$ cat config.mk
export PLATFORM = sky130hd
export DESIGN_NAME = bcd_display_scan
export DESIGN_NICKNAME = d
export VERILOG_FILES = /design/src/rtl/bcd_display_scan.sv
export SDC_FILE = /design/constraint.sdc
export NUM_CORES = 1
export LEC_CHECK = 0
export ABC_AREA = 1
export CAP_MARGIN = 5
export CORE_MARGIN = 2
export CORE_UTILIZATION = 35
export DETAILED_ROUTE_END_ITERATION = 10
export GPL_ROUTABILITY_DRIVEN = 0
export PLACE_DENSITY_LB_ADDON = 0.1
export REMOVE_ABC_BUFFERS = 1
export SLEW_MARGIN = 10
export SYNTH_ARGS = -nofsm -noshare
export SYNTH_HDL_FRONTEND = slang
export SYNTH_SLANG_ARGS = --single-unit
$ cat constraint.sdc
create_clock -name clock -period 4.9 [get_ports clock]
set_input_delay 0.49 -clock clock [delete_from_list [all_inputs] [get_ports clock]]
set_output_delay 0.49 -clock clock [all_outputs]
set_load 0.005 [all_outputs]
$ cat src/rtl/bcd_display_scan.sv
// bcd_display_scan: double-buffered 8-digit BCD 7-segment scanner; optional leading-zero
// blanking with a floating minus sign is enabled by defining LZ_BLANK_EN.
module bcd_display_scan #(
    parameter int unsigned CLK_DIV = 50000,
    parameter bit SEG_ACTIVE_LOW = 1'b1
) (
    input  logic        clock,
    input  logic        reset,
    input  logic        load,
    input  logic [31:0] bcd_in,
    input  logic        neg_in,
    output logic [7:0]  an_out,
    output logic [6:0]  seg_out,
    output logic        dp_out,
    output logic        frame_done,
    output logic        bcd_err
);
    localparam int PW = $clog2(CLK_DIV);
    logic [PW-1:0] cnt;
    logic [2:0] idx;
    logic [32:0] active, pending;
    logic pvalid, tick, swap, blank, minus, dp, err;
    logic [3:0] nib;
    logic [6:0] seg;
    function automatic logic [6:0] dec(input logic [3:0] d);
        case (d)
            4'd0: dec = 7'h3F;
            4'd1: dec = 7'h06;
            4'd2: dec = 7'h5B;
            4'd3: dec = 7'h4F;
            4'd4: dec = 7'h66;
            4'd5: dec = 7'h6D;
            4'd6: dec = 7'h7D;
            4'd7: dec = 7'h07;
            4'd8: dec = 7'h7F;
            4'd9: dec = 7'h6F;
            default: dec = 7'h40;
        endcase
    endfunction
    assign tick = cnt == PW'(CLK_DIV - 1);
    assign swap = tick && idx == 3'd7;
    assign nib = active[{idx, 2'b00} +: 4];
`ifdef LZ_BLANK_EN
    logic [2:0] msd;
    // invalid nibbles are nonzero, so they always sit at or below the MSD
    always_comb begin
        msd = 3'd0;
        for (int i = 1; i < 8; i++)
            if (active[i*4 +: 4] != 4'd0) msd = 3'(i);
    end
    assign blank = idx > msd;
    assign minus = active[32] && msd != 3'd7 && idx == msd + 3'd1;
    assign dp = active[32] && msd == 3'd7 && idx == 3'd7;
`else
    assign blank = 1'b0;
    assign minus = 1'b0;
    assign dp = active[32] && idx == 3'd7;
`endif
    assign seg = minus ? 7'h40 : blank ? 7'h00 : dec(nib);
    assign err = !blank && nib > 4'd9;
    always_ff @(posedge clock) begin
        if (reset) begin
            cnt <= '0;
            idx <= 3'd0;
            active <= '0;
            pending <= '0;
            pvalid <= 1'b0;
            an_out <= {8{SEG_ACTIVE_LOW}};
            seg_out <= {7{SEG_ACTIVE_LOW}};
            dp_out <= SEG_ACTIVE_LOW;
            frame_done <= 1'b0;
            bcd_err <= 1'b0;
        end else begin
            cnt <= tick ? '0 : cnt + 1'b1;
            idx <= tick ? idx + 3'd1 : idx;
            if (swap && pvalid) active <= pending;
            if (load) pending <= {neg_in, bcd_in};
            pvalid <= load || (pvalid && !swap);
            frame_done <= swap;
            an_out <= {8{SEG_ACTIVE_LOW}} ^ (8'd1 << idx);
            seg_out <= {7{SEG_ACTIVE_LOW}} ^ seg;
            dp_out <= SEG_ACTIVE_LOW ^ dp;
            bcd_err <= bcd_err | err;
        end
    end
endmodule

## Word level (Yosys, flattened, before mapping)

Memories as Yosys holds them, arrays and structs flattened.
Cells that the tools add are included.

| word-level totals | value |
|---|---|
| register bits | 104 |
| bits in read-only memories | 112 |
| input bits | 36 |
| output and inout bits | 18 |
| memories | 1 |

Memories:

| memory | words | width | rd ports | clocked after memory_dff | write ports | RTL line | text |
|---|---|---|---|---|---|---|---|
| (name not given) | 16 | 7 | 1 | 0 | 0 | 26 | `case (d)` |

| operators by class | value |
|---|---|
| add/sub/neg operators | 2 |
| order comparisons | 1 |
| equality and inequality tests | 2 |
| shift operators | 2 |
| bitwise logic cells | 4 |
| reductions and logical operators | 7 |

Operators with widths:

| operator | number |
|---|---|
| $shiftx 33x6->4 | 1 |
| $add 16x1->16 const B | 1 |
| $eq 16x16->1 const B | 1 |
| $not 8->8 | 1 |
| $shl 1x3->8 const A | 1 |
| $not 7->7 | 1 |
| $gt 4x4->1 const B | 1 |
| $logic_and 1x1->1 | 4 |
| $add 3x1->3 const B | 1 |
| $eq 3x3->1 const B | 1 |
| $reduce_or 2->1 | 1 |
| $logic_not 1->1 | 1 |
| $logic_or 1x1->1 | 1 |
| $not 1->1 | 1 |
| $or 1x1->1 | 1 |

## Longest topological paths before layout

| logic depth | value |
|---|---|
| depth after elaboration | 5 |
| depth in mapped cells | 14 |

## Worst setup path before layout

Ideal clock, no wire load.

| path | value |
|---|---|
| kind | reg2reg |
| start point | reg idx[0] |
| end point | reg seg_out[5] |
| setup time | 133 ps |
| data arrival time | 1812 ps |
| data required time | 4767 ps |
| path slack | 2955 ps |
| stages on the path, launching flop included | 13 |
| buffers on the path | 2 |
| period minus slack after synthesis | 1945 ps |
| cell sequence | dfxtp_1 buf_4 inv_2 buf_4 o21ai_0 o22ai_1 o21ai_0 inv_1 ha_1 inv_1 nand3_1 nand3_1 nand3_1 |

| between the ends | value |
|---|---|
| cells in the longest elaborated chain, start to end | 3 |

Ends and longest elaborated chain:

| item | RTL line | text |
|---|---|---|
| start: declaration | 20 | `logic [2:0] idx;` |
| start signal: assignment | 75 | `idx <= tick ? idx + 3'd1 : idx;` |
| $shiftx 33x6->4 | 42 | `assign nib = active[{idx, 2'b00} +: 4];` |
| $mem_v2 16x7 | - |  |
| $not 7->7 (no line) | - |  |
| end signal: assignment | 69 | `seg_out <= {7{SEG_ACTIVE_LOW}};` |
| end signal: assignment | 81 | `seg_out <= {7{SEG_ACTIVE_LOW}} ^ seg;` |
| end: declaration | 13 | `output logic [6:0] seg_out,` |

No other way between the ends.
A chain may end at the register's enable or synchronous reset.

## Final worst setup path

Same ends and word-level chain as after synthesis.

==> run summary <==
The run finished with clean final reports. STA classifies the critical path startpoint as a flip-flop. After synthesis, the cell types taking the most area are dfxtp_1 48%, nand2_1 9.7%, nor2_1 8.2%, nand4_1 5.3%, a21oi_1 5.2%.

In this run, synthesis produced a sequential element count of 104. Setup repair after global routing left no endpoint under its margin. The distinct cell type count of the synthesized netlist is 28.

The type of element capturing the critical path was a flip-flop. Uppermost layer routed: met4. Global routing finished with a remaining overflow of 0. Hold repair after CTS inserted 0 buffers.

For the HPWL after detailed placement, the log shows 6.46 mm. In this run the clock root is driven by a clkbuf_16. The CTS clock-pin slew for the worst setup and hold paths was 70 ps; the required time at the worst-slack endpoint was 5120 ps. TritonCTS built the clock tree.

The proportion of netlist area held by the largest area contributor was 0.478; the total number of nets in the final design was 667. In this run the post-CTS setup repair buffer count came out at 0. The sequential area share after synthesis was 0.478. The die height works out to 116 µm. The ratio of cells with drive above 1 in the final layout was 0.0497. The area growth from synthesis to layout is 21.0%. The run gives 0 as the count of endpoints failing hold in the final timing report.

Leaving out fill and tap cells, the most frequent cells in the layout are 112 x nand2_1, 104 x dfxtp_1, 95 x nor2_1. The portion of the clock cycle consumed by the worst path in the final layout came out at 0.536. The setup clock skew after layout is 7.88 ps, and the total die area is 13300 µm².

The logs give 350 ps for the insertion delay of the later-clocked pin in the worst-skew pair and 9.64 mm for the total detailed-routing wirelength. The cell area that synthesis handed to floorplanning was 4350 µm². The run gives 0.154 as the overall track demand over capacity in global routing. The tools report the remaining antenna violation count after routing as 0. Most frequent standard cell in the layout excluding fill and tap cells: nand2_1.

In the synthesized netlist, the number of instances is 583. The floorplan has 40 rows. In the final routed layout, each cell accounts on average for 12.2 µm. The via count of the routed design is 3762, and the buffer depth of the longest clock path is 2.

Summed over all failing endpoints, the final setup total negative slack is 0 ps. The routed design could run at a clock period as short as 2630 ps. The first global-routing pass estimated 16.5 mm of wire.

Dividing the detail-routed via count by the number of cells gives 4.75. The logs give 4 for the number of detailed-routing iterations run before antenna repair and 4.84 mm for the sum of routed wire segments on met1. The starting density of the core was 0.361; the transition time of the tightest slew-check pin was 656 ps. The relative slew slack was 0.562; the final total power was 1690 µW. The power per cell area is 321 nW/µm², and the post-detailed-route DRC marker count is 0. The run gives 40 as the maximum number of pins on one net before global-route repair. The run gives 0 as the setup violation total in the final timing report. The kind of critical path was reg2reg. The number of antenna diodes in the final layout is 0. The met3 wire length was 404 µm. For this block, the initial DRC count from the detailed router was 140. The arrival time of the worst setup path is 2850 ps, and the level count of the clock H-tree is 3. Wire segments on met2 add up to 4.30 mm in the final route. In this run the static leakage power is 0.00199 µW.

The port buffer count was 53. The number of clock sinks seen by CTS is 104, and the max capacitance violation total is 0. The total clock buffers created by CTS came out at 9. The classification of the worst-slack hold path is reg2reg. The Yosys step of the flow raised 0 warnings. The dominant cell type by area after synthesis was dfxtp_1.

Initial antenna violation count: 0. The max-slew violation count was 0; the total core area was 12100 µm². The top-level I/O count is 54.

The worst-case IR drop observed on VDD is 157 µV. Per-instance average area after synthesis: 7.47 µm². The timing-limited maximum frequency came out at 381 MHz.

The highest fanout seen on the critical path is 20, and the width of the die is 116 µm. The number of global-route vias before repair is 3530, and the count of instances resized after the clock tree is built is 0.
[metrics by stage]
step	hold slack, ps	setup slack (ps)	util	cell area (µm²)	std cells
floorplan	383	2120	-	4170	547
global placement	400	2320	0.412	4970	776
detailed placement	394	2290	0.412	4970	776
CTS	414	2280	0.437	5270	792
global route	428	1890	0.437	5270	792
finish	418	2270	0.437	5270	792
[synth_stat cells]
library cell	count
inv_1	37
nor2_2	2
o21ai_0	41
inv_2	3
dfxtp_1	104
a31oi_1	1
nand3_1	40
nand4_1	37
ha_1	12
clkbuf_1	22
buf_1	1
o221ai_1	1
buf_4	3
or2_2	1
nor3_1	5
nand2_2	1
o21a_1	1
clkinv_1	1
buf_6	4
nor3_4	1
xor2_1	4
o22ai_1	1
nor3b_1	1
nor2_1	95
a21oi_1	45
buf_2	6
nor4_1	1
nand2_1	112
[power breakdown]
group          switching (µW)  internal, µW  leakage [µW]
Combinational            45.4          45.4      0.000994
Sequential               11.7           870      0.000850
Clock                     308           409      0.000145
[cell families after synthesis]
logic type               synth area share
adder cells (fa/ha/maj)            0.0345
buffers and inverters              0.0776
AO/OA/AOI/OAI                       0.105
AND/OR/NAND/NOR                     0.296
flip-flops                          0.478
XOR/XNOR                          0.00805
[final timing paths]
kind	from	end	slack (ps)	cells after the start
min reg2reg	active[32]$_SDFFE_PP0P_	dp_out$_SDFF_PP1_	420	1
max	idx[0]$_SDFFE_PP0P_	seg_out[5]$_SDFF_PP1_	2270	10
max reg2reg	idx[0]$_SDFFE_PP0P_	seg_out[5]$_SDFF_PP1_	2270	10
min	active[32]$_SDFFE_PP0P_	dp_out$_SDFF_PP1_	420	1
[critical path, cell delays in order, from the launching register on]
cell,delay (ps)
dfxtp_1,740
inv_2,300
o21ai_0,230
o22ai_1,90
o21ai_0,470
inv_1,150
ha_1,230
inv_1,50
nand3_1,90
nand3_1,100
nand3_1,70
[metal layers]
layer  vias up  GRT usage
met5         -          0
met4         0     0.0442
met2        55      0.246
met1      1714      0.202
li1       1987          -
met3         6     0.0481
[sequential cells by signal, indices dropped and copies added, names as in the netlist]
name,cells
active,33
an_out,8
bcd_err,1
cnt,16
dp_out,1
frame_done,1
idx,3
pending,33
pvalid,1
seg_out,7
[layout make-up]
| type | instances | area (µm²) |
|---|---|---|
| Sequential cell | 104 | 2080 |
| Multi-Input combinational cell | 402 | 1930 |
| Clock buffer | 11 | 243 |
| Inverter | 41 | 154 |
| Tap cell | 168 | 210 |
| Fill cell | 1266 | 6790 |
| Clock inverter | 5 | 56.3 |
| Timing Repair Buffer | 61 | 591 |
(Power assumes the default switching activity.)
==> variant 1 (config.mk and constraints unchanged) <==
The option `LZ_BLANK_EN` is turned on by a define.
--- a/src/rtl/bcd_display_scan.sv
+++ b/src/rtl/bcd_display_scan.sv
@@ -1,5 +1,7 @@
 // bcd_display_scan: double-buffered 8-digit BCD 7-segment scanner; optional leading-zero
 // blanking with a floating minus sign is enabled by defining LZ_BLANK_EN.
+`define LZ_BLANK_EN
+
 module bcd_display_scan #(
     parameter int unsigned CLK_DIV = 50000,
     parameter bit SEG_ACTIVE_LOW = 1'b1
Check against the original RTL: no difference found for any inputs over 10 cycles, from zero or initial values and one cycle with reset high; that may be too few to reach the edited logic, so the function may still have changed.
==> variant 1 against the original RTL <==
- clock skew rose by 0.0020 ns
- maximum frequency rose by 4.4%
- sequential cell count did not move
- die area rose by 5.2%
- cell area rose by 4.7%
- register-to-register slack improved by 0.14 ns
- power rose by 1.6%
- worst hold slack improved by 0.0098 ns
- area after synthesis rose by 5.4%
- wire length rose by 5.0%
- worst setup slack improved by 0.11 ns
- critical endpoint is now pending[6]
==> variant 1: results (changes against the original RTL) <==
The number of buffers inserted during clock tree synthesis is 9 (unchanged), and the largest voltage drop on the vdd net is 0.236 mV (was 0.157 mV). The tools report the wire length of the first global-routing pass as 17.6 mm (was 16.5 mm). The count of distinct cell types in the synthesized netlist was 31 (was 28). For the setup clock skew after layout, the log shows 0.00993 ns (was 0.00788 ns). The fraction of met1 tracks used by global routing was 0.184 (was 0.202). Number of nets in the layout: 710 (was 667).

The run gives 0.454 (was 0.478) as the post-synthesis sequential area ratio. The run gives 0.265 (was 0.562) as the worst slew margin relative to its limit. Initial antenna violation count: 0 (unchanged). The flow ran to the end, and the final reports show no timing, DRC or antenna violations.

Largest cells by area after synthesis: sky130_fd_sc_hd__dfxtp_1 (45%), sky130_fd_sc_hd__nand2_1 (9.5%), sky130_fd_sc_hd__nor2_1 (7.6%), sky130_fd_sc_hd__nand4_1 (5.7%), sky130_fd_sc_hd__a21oi_1 (5.5%) (was sky130_fd_sc_hd__dfxtp_1 (48%), sky130_fd_sc_hd__nand2_1 (9.7%), sky130_fd_sc_hd__nor2_1 (8.2%), sky130_fd_sc_hd__nand4_1 (5.3%), sky130_fd_sc_hd__a21oi_1 (5.2%)). The met3 global-route usage is 0.0492 (was 0.0481), and the maximum single-stage delay on the critical path is 1.15 ns (was 0.74 ns). The number of warnings reported in the yosys synthesis log is 0 (unchanged).

The number of global-route vias before repair is 3,758 (was 3,530). The cell with the largest stage delay on the worst path was sky130_fd_sc_hd__clkdlybuf4s50_1 (was sky130_fd_sc_hd__dfxtp_1). The number of design-rule violations left by the first detailed-router iteration came out at 194 (was 140). For the fill cell total of the finished layout, the log shows 1,380 (was 1,266).

The post-detailed-route wirelength per cell is 12.1 um (was 12.2 um), and the buffer depth of the longest clock path is 2 (unchanged). The first-pass detailed-route iteration total was 4 (unchanged); the share of flip-flops with an asynchronous set or reset after synthesis was 0 (unchanged). The logs give 0 (unchanged) for the post-CTS setup-driven buffer insertion count and 43 (was 40) for the maximum number of pins on one net before global-route repair. The number of instances resized during post-cts repair is 0 (unchanged), and the maximum fanout encountered on the critical timing path is 34 (was 20). The met2 track demand over resource was 0.265 (was 0.246); the fraction of final layout cells sized beyond drive strength 1 was 0.0453 (was 0.0497).

The logs give 3,990 (was 3,762) for the via count of the routed design and 6.99 mm (was 6.46 mm) for the placed wire-length estimate. The static leakage was 2.11 nW (was 1.99 nW). List of most frequent post-synthesis cells: sky130_fd_sc_hd__nand2_1 (116), sky130_fd_sc_hd__dfxtp_1 (104), sky130_fd_sc_hd__nor2_1 (93) (was sky130_fd_sc_hd__nand2_1 (112), sky130_fd_sc_hd__dfxtp_1 (104), sky130_fd_sc_hd__nor2_1 (95)). The depth of the CTS H-tree is 3 (unchanged), and the internal power summed over all cells is 0.00136 W (was 0.00132 W). The tools report the global router's overall resource usage as 0.154 (about the same).

The arrival time of data at the critical path endpoint is 2.76 ns (was 2.85 ns).
==> variant 1: changes by cell type in the layout (fill, tap and decap cells not counted), sizes merged, moves of 3 or more <==
cell / before / now
nor4: 1 / 4
ha: 12 / 17
buf: 8 / 5
nand3: 40 / 35
a21oi: 45 / 50
o21ai: 41 / 45
nor3: 6 / 10
nand2: 113 / 118
nand4: 37 / 42
inv: 40 / 51
==> variant 1: kinds of logic after synthesis <==
logic type / count (synthesis) / synth area share
AOI/OAI and AO/OA: 99 / 0.110
xor gates and xnor gates: 4 / 0.00763
adders and majority gates: 17 / 0.0463
buffers and inverters: 88 / 0.0810
DFF: 104 / 0.454
and+or+nand+nor: 312 / 0.301
==> variant 1: worst paths after layout <==
check	from	endpoint	slack (ns)	cells past startpoint
hold reg to reg	active[32]	dp_out	0.43	1
setup reg to reg	idx[0]	seg_out[3]	2.41	10
setup / recovery	load	pending[6]	2.38	5
hold / removal	active[32]	dp_out	0.43	1
==> variant 1: layout make-up <==
class | instances | area, sq um | share of cell area
Clock buffer | 13 | 270 | 0.0490
Clock inverter | 3 | 47.5 | 0.00861
Sequential cell | 104 | 2080 | 0.377
Tap cell | 172 | 215 | 0.0390
Timing Repair Buffer | 58 | 568 | 0.103
Multi-Input combinational cell | 432 | 2140 | 0.388
Inverter | 52 | 195 | 0.0354
==> variant 1: per-stage QoR <==
step           instances  setup slack [ns]  area [sq um]  utilization  total power (W)
2_1_floorplan        588              2.05          4410            -         0.000933
3_3_place_gp         818              2.07          5200        0.408         0.000990
3_5_place_dp         818              2.00          5200        0.408         0.000992
4_1_cts              834              2.00          5510        0.433          0.00175
5_1_grt              834              2.01          5520        0.434          0.00179
6_report             834              2.38          5520        0.434          0.00172
==> variant 1: metal layers <==
layer | part of all wire | vias up | wire (um)
li1 | - | 2122 | -
met1 | 0.49 | 1799 | 4910
met2 | 0.46 | 63 | 4680
met3 | 0.042 | 6 | 426
met4 | 0.010 | 0 | 106
met5 | 0 | - | 0
==> variant 1: critical path, delay by kind of cell <==
family        cells  cell delay [ns]
buf+inv           3             2.10
simple gates      2             0.16
==> variant 1: power groups by stage <==
stage / Combinational, W / Clock (W) / Sequential [W]
final: 0.0000906 / 0.000746 / 0.000881
after detailed placement: 0.0000918 / 0 / 0.000900
after global routing: 0.000103 / 0.000808 / 0.000883
after global placement: 0.0000900 / 0 / 0.000900
after floorplan: 0.0000326 / 0 / 0.000901
after CTS: 0.0000924 / 0.000774 / 0.000881
==> variant 2 (same flow settings) <==
Without the edit above. Register the output `seg_out` once more, with the module's reset; this adds one clock of latency there. The other outputs are not delayed to match.
--- a/src/rtl/bcd_display_scan.sv
+++ b/src/rtl/bcd_display_scan.sv
@@ -16,6 +16,8 @@
     output logic        bcd_err
 );
     localparam int PW = $clog2(CLK_DIV);
+
+    logic [6:0] seg_s0;
     logic [PW-1:0] cnt;
     logic [2:0] idx;
     logic [32:0] active, pending;
@@ -66,7 +68,7 @@
             pending <= '0;
             pvalid <= 1'b0;
             an_out <= {8{SEG_ACTIVE_LOW}};
-            seg_out <= {7{SEG_ACTIVE_LOW}};
+            seg_s0 <= {7{SEG_ACTIVE_LOW}};
             dp_out <= SEG_ACTIVE_LOW;
             frame_done <= 1'b0;
             bcd_err <= 1'b0;
@@ -78,10 +80,18 @@
             pvalid <= load || (pvalid && !swap);
             frame_done <= swap;
             an_out <= {8{SEG_ACTIVE_LOW}} ^ (8'd1 << idx);
-            seg_out <= {7{SEG_ACTIVE_LOW}} ^ seg;
+            seg_s0 <= {7{SEG_ACTIVE_LOW}} ^ seg;
             dp_out <= SEG_ACTIVE_LOW ^ dp;
             bcd_err <= bcd_err | err;
         end
     end
+    always_ff @(posedge clock) begin
+        if (reset) begin
+            seg_out <= '0;
+        end else begin
+            seg_out <= seg_s0;
+        end
+    end
+
 endmodule
 
Behaviour: not the same (a bounded check fails within 4 cycles, from zero or initial values and one cycle with reset high).
==> variant 2 against the original RTL <==
- power grew 9.0%
- synthesized cell count is 2.9% higher
- maximum frequency shrank 6.3%
- wire length up 1.2%
- worst setup slack worse by 0.18 ns
- cell area is 4.3% higher
- area after synthesis grew 6.5%
- sequential cell count increased by 7
- critical endpoint is now seg_s0[5]
- highest routed layer unchanged
==> variant 2: results (changes against the original RTL) <==
The flow ran to the end, and the final reports show no timing, DRC or antenna violations. The wire length of the first global-routing pass is 17.0 mm (was 16.5 mm). The static leakage came out at 2.10 nW (was 1.99 nW). The share of Yosys cell area claimed by the top area cell type works out to 0.479 (was 0.478). The largest voltage drop on the vdd net was 0.192 mV (was 0.157 mV); the instance count along the most critical hold path was 2 (was 1).

The placed wire-length estimate is 6.32 mm (was 6.46 mm), and the transition time at the pin with the least slew margin is 1.07 ns (was 0.656 ns). The maximum single-stage delay on the critical path is 0.80 ns (was 0.74 ns). For the routed wire length, the log shows 9.75 mm (was 9.64 mm). Clock tree root driver cell: sky130_fd_sc_hd__clkbuf_16 (unchanged). The count of distinct cell types in the synthesized netlist came out at 31 (was 28).

The number of design-rule violations left by the first detailed-router iteration was 223 (was 140); the fraction of final layout cells sized beyond drive strength 1 was 0.0566 (was 0.0497). The tools report the number of nets in the layout as 680 (was 667). Fill cell total of the finished layout: 1,382 (was 1,266). Largest cells by area after synthesis: sky130_fd_sc_hd__dfxtp_1 (48%), sky130_fd_sc_hd__nand2_1 (8.8%), sky130_fd_sc_hd__nor2_1 (8.1%), sky130_fd_sc_hd__a21oi_1 (4.9%), sky130_fd_sc_hd__nand4_1 (4.9%) (was sky130_fd_sc_hd__dfxtp_1 (48%), sky130_fd_sc_hd__nand2_1 (9.7%), sky130_fd_sc_hd__nor2_1 (8.2%), sky130_fd_sc_hd__nand4_1 (5.3%), sky130_fd_sc_hd__a21oi_1 (5.2%)). For the first-pass detailed-route iteration total, the log shows 6 (was 4).

The setup clock skew after layout is 0.0103 ns (was 0.00788 ns), and the depth of the CTS H-tree is 3 (unchanged). List of most frequent post-synthesis cells: sky130_fd_sc_hd__dfxtp_1 (111), sky130_fd_sc_hd__nand2_1 (109), sky130_fd_sc_hd__nor2_1 (100) (was sky130_fd_sc_hd__nand2_1 (112), sky130_fd_sc_hd__dfxtp_1 (104), sky130_fd_sc_hd__nor2_1 (95)). The tools report the placed standard-cell area as 5160 sq um (was 4970 sq um). The tools report the critical hold path startpoint as seg_s0[0] (was active[32]).

For the total overflow reported by the global router, the log shows 0 (unchanged). End point of the most critical hold path: seg_out[0] (was dp_out). The via count of the routed design came out at 3,787 (was 3,762). The tools report the end of the worst register-to-register path as seg_s0[5] (was seg_out[5]). The global router's overall resource usage was 0.147 (was 0.154); the post-synthesis sequential area ratio was 0.479 (was 0.478). The tools report the arrival time of data at the critical path endpoint as 3.00 ns (was 2.85 ns).

Number of global-route vias before repair: 3,652 (was 3,530).
-- variant 2: cell types whose count changed after synthesis, sizes merged, moves of 4 or more --
cell and delta:
nor2 +6, buf +5, clkbuf -4, dfxtp +7
inv +6
-- variant 2: final cells by class --
class	count	area, sq um	share of cell area
clock buffers	12	267	0.0485
clock inverters	3	65.1	0.0118
inverters	47	176	0.0321
multi-input cells	405	1970	0.359
flip-flops and latches	111	2220	0.405
well taps	176	220	0.0401
repair buffers	58	568	0.103
-- variant 2: through the flow --
| stage | hold slack, ns | std cells | setup slack (ns) | total power [W] |
|---|---|---|---|---|
| floorplan | 0.383 | 563 | 2.38 | 0.000997 |
| global placement | 0.394 | 797 | 2.20 | 0.00106 |
| detailed placement | 0.393 | 797 | 2.10 | 0.00106 |
| CTS | 0.404 | 812 | 2.08 | 0.00187 |
| global route | 0.423 | 812 | 1.74 | 0.00191 |
| finish | 0.401 | 812 | 2.10 | 0.00184 |
-- variant 2: report_power, final --
part | internal [W] | switching (W)
Clock | 0.000486 | 0.000319
Sequential | 0.000929 | 0.0000121
Combinational | 0.0000467 | 0.0000478
Total | 0.00146 | 0.000379
-- variant 2: cell families (layout without fill, tap and decap cells) --
family / after synthesis / in the layout / synth area share
xor+xnor: 4 / 4 / 0.00756
simple gates: 299 / 299 / 0.287
flops: 111 / 111 / 0.479
fa+ha+maj: 12 / 12 / 0.0324
buf+inv: 84 / 120 / 0.0947
compound gates: 90 / 90 / 0.0991
-- variant 2: worst reg2reg max path: cells and delay by family, from the launching register on --
family / cells / cell delay, ns
AO/OA/AOI/OAI: 3 / 0.83
flip-flops: 1 / 0.80
buffers and inverters: 3 / 0.53
AND/OR/NAND/NOR: 3 / 0.26
adder cells (fa/ha/maj): 1 / 0.24
-- variant 2: worst max-delay path by stage --
stage	to	slack [ns]
2_1_floorplan	active[0]	2.38
3_3_place_gp	seg_s0[5]	2.20
3_5_place_dp	seg_s0[5]	2.10
4_1_cts	seg_s0[5]	2.08
5_1_grt	seg_s0[5]	1.74
6_report	seg_s0[5]	2.10
-- variant 2: routing by layer --
layer,vias to the layer above,track usage,routed length (um)
li1,2016,-,-
met1,1698,0.190,4850
met2,64,0.240,4370
met3,9,0.0383,390
met4,0,0.0491,138
met5,-,0,0
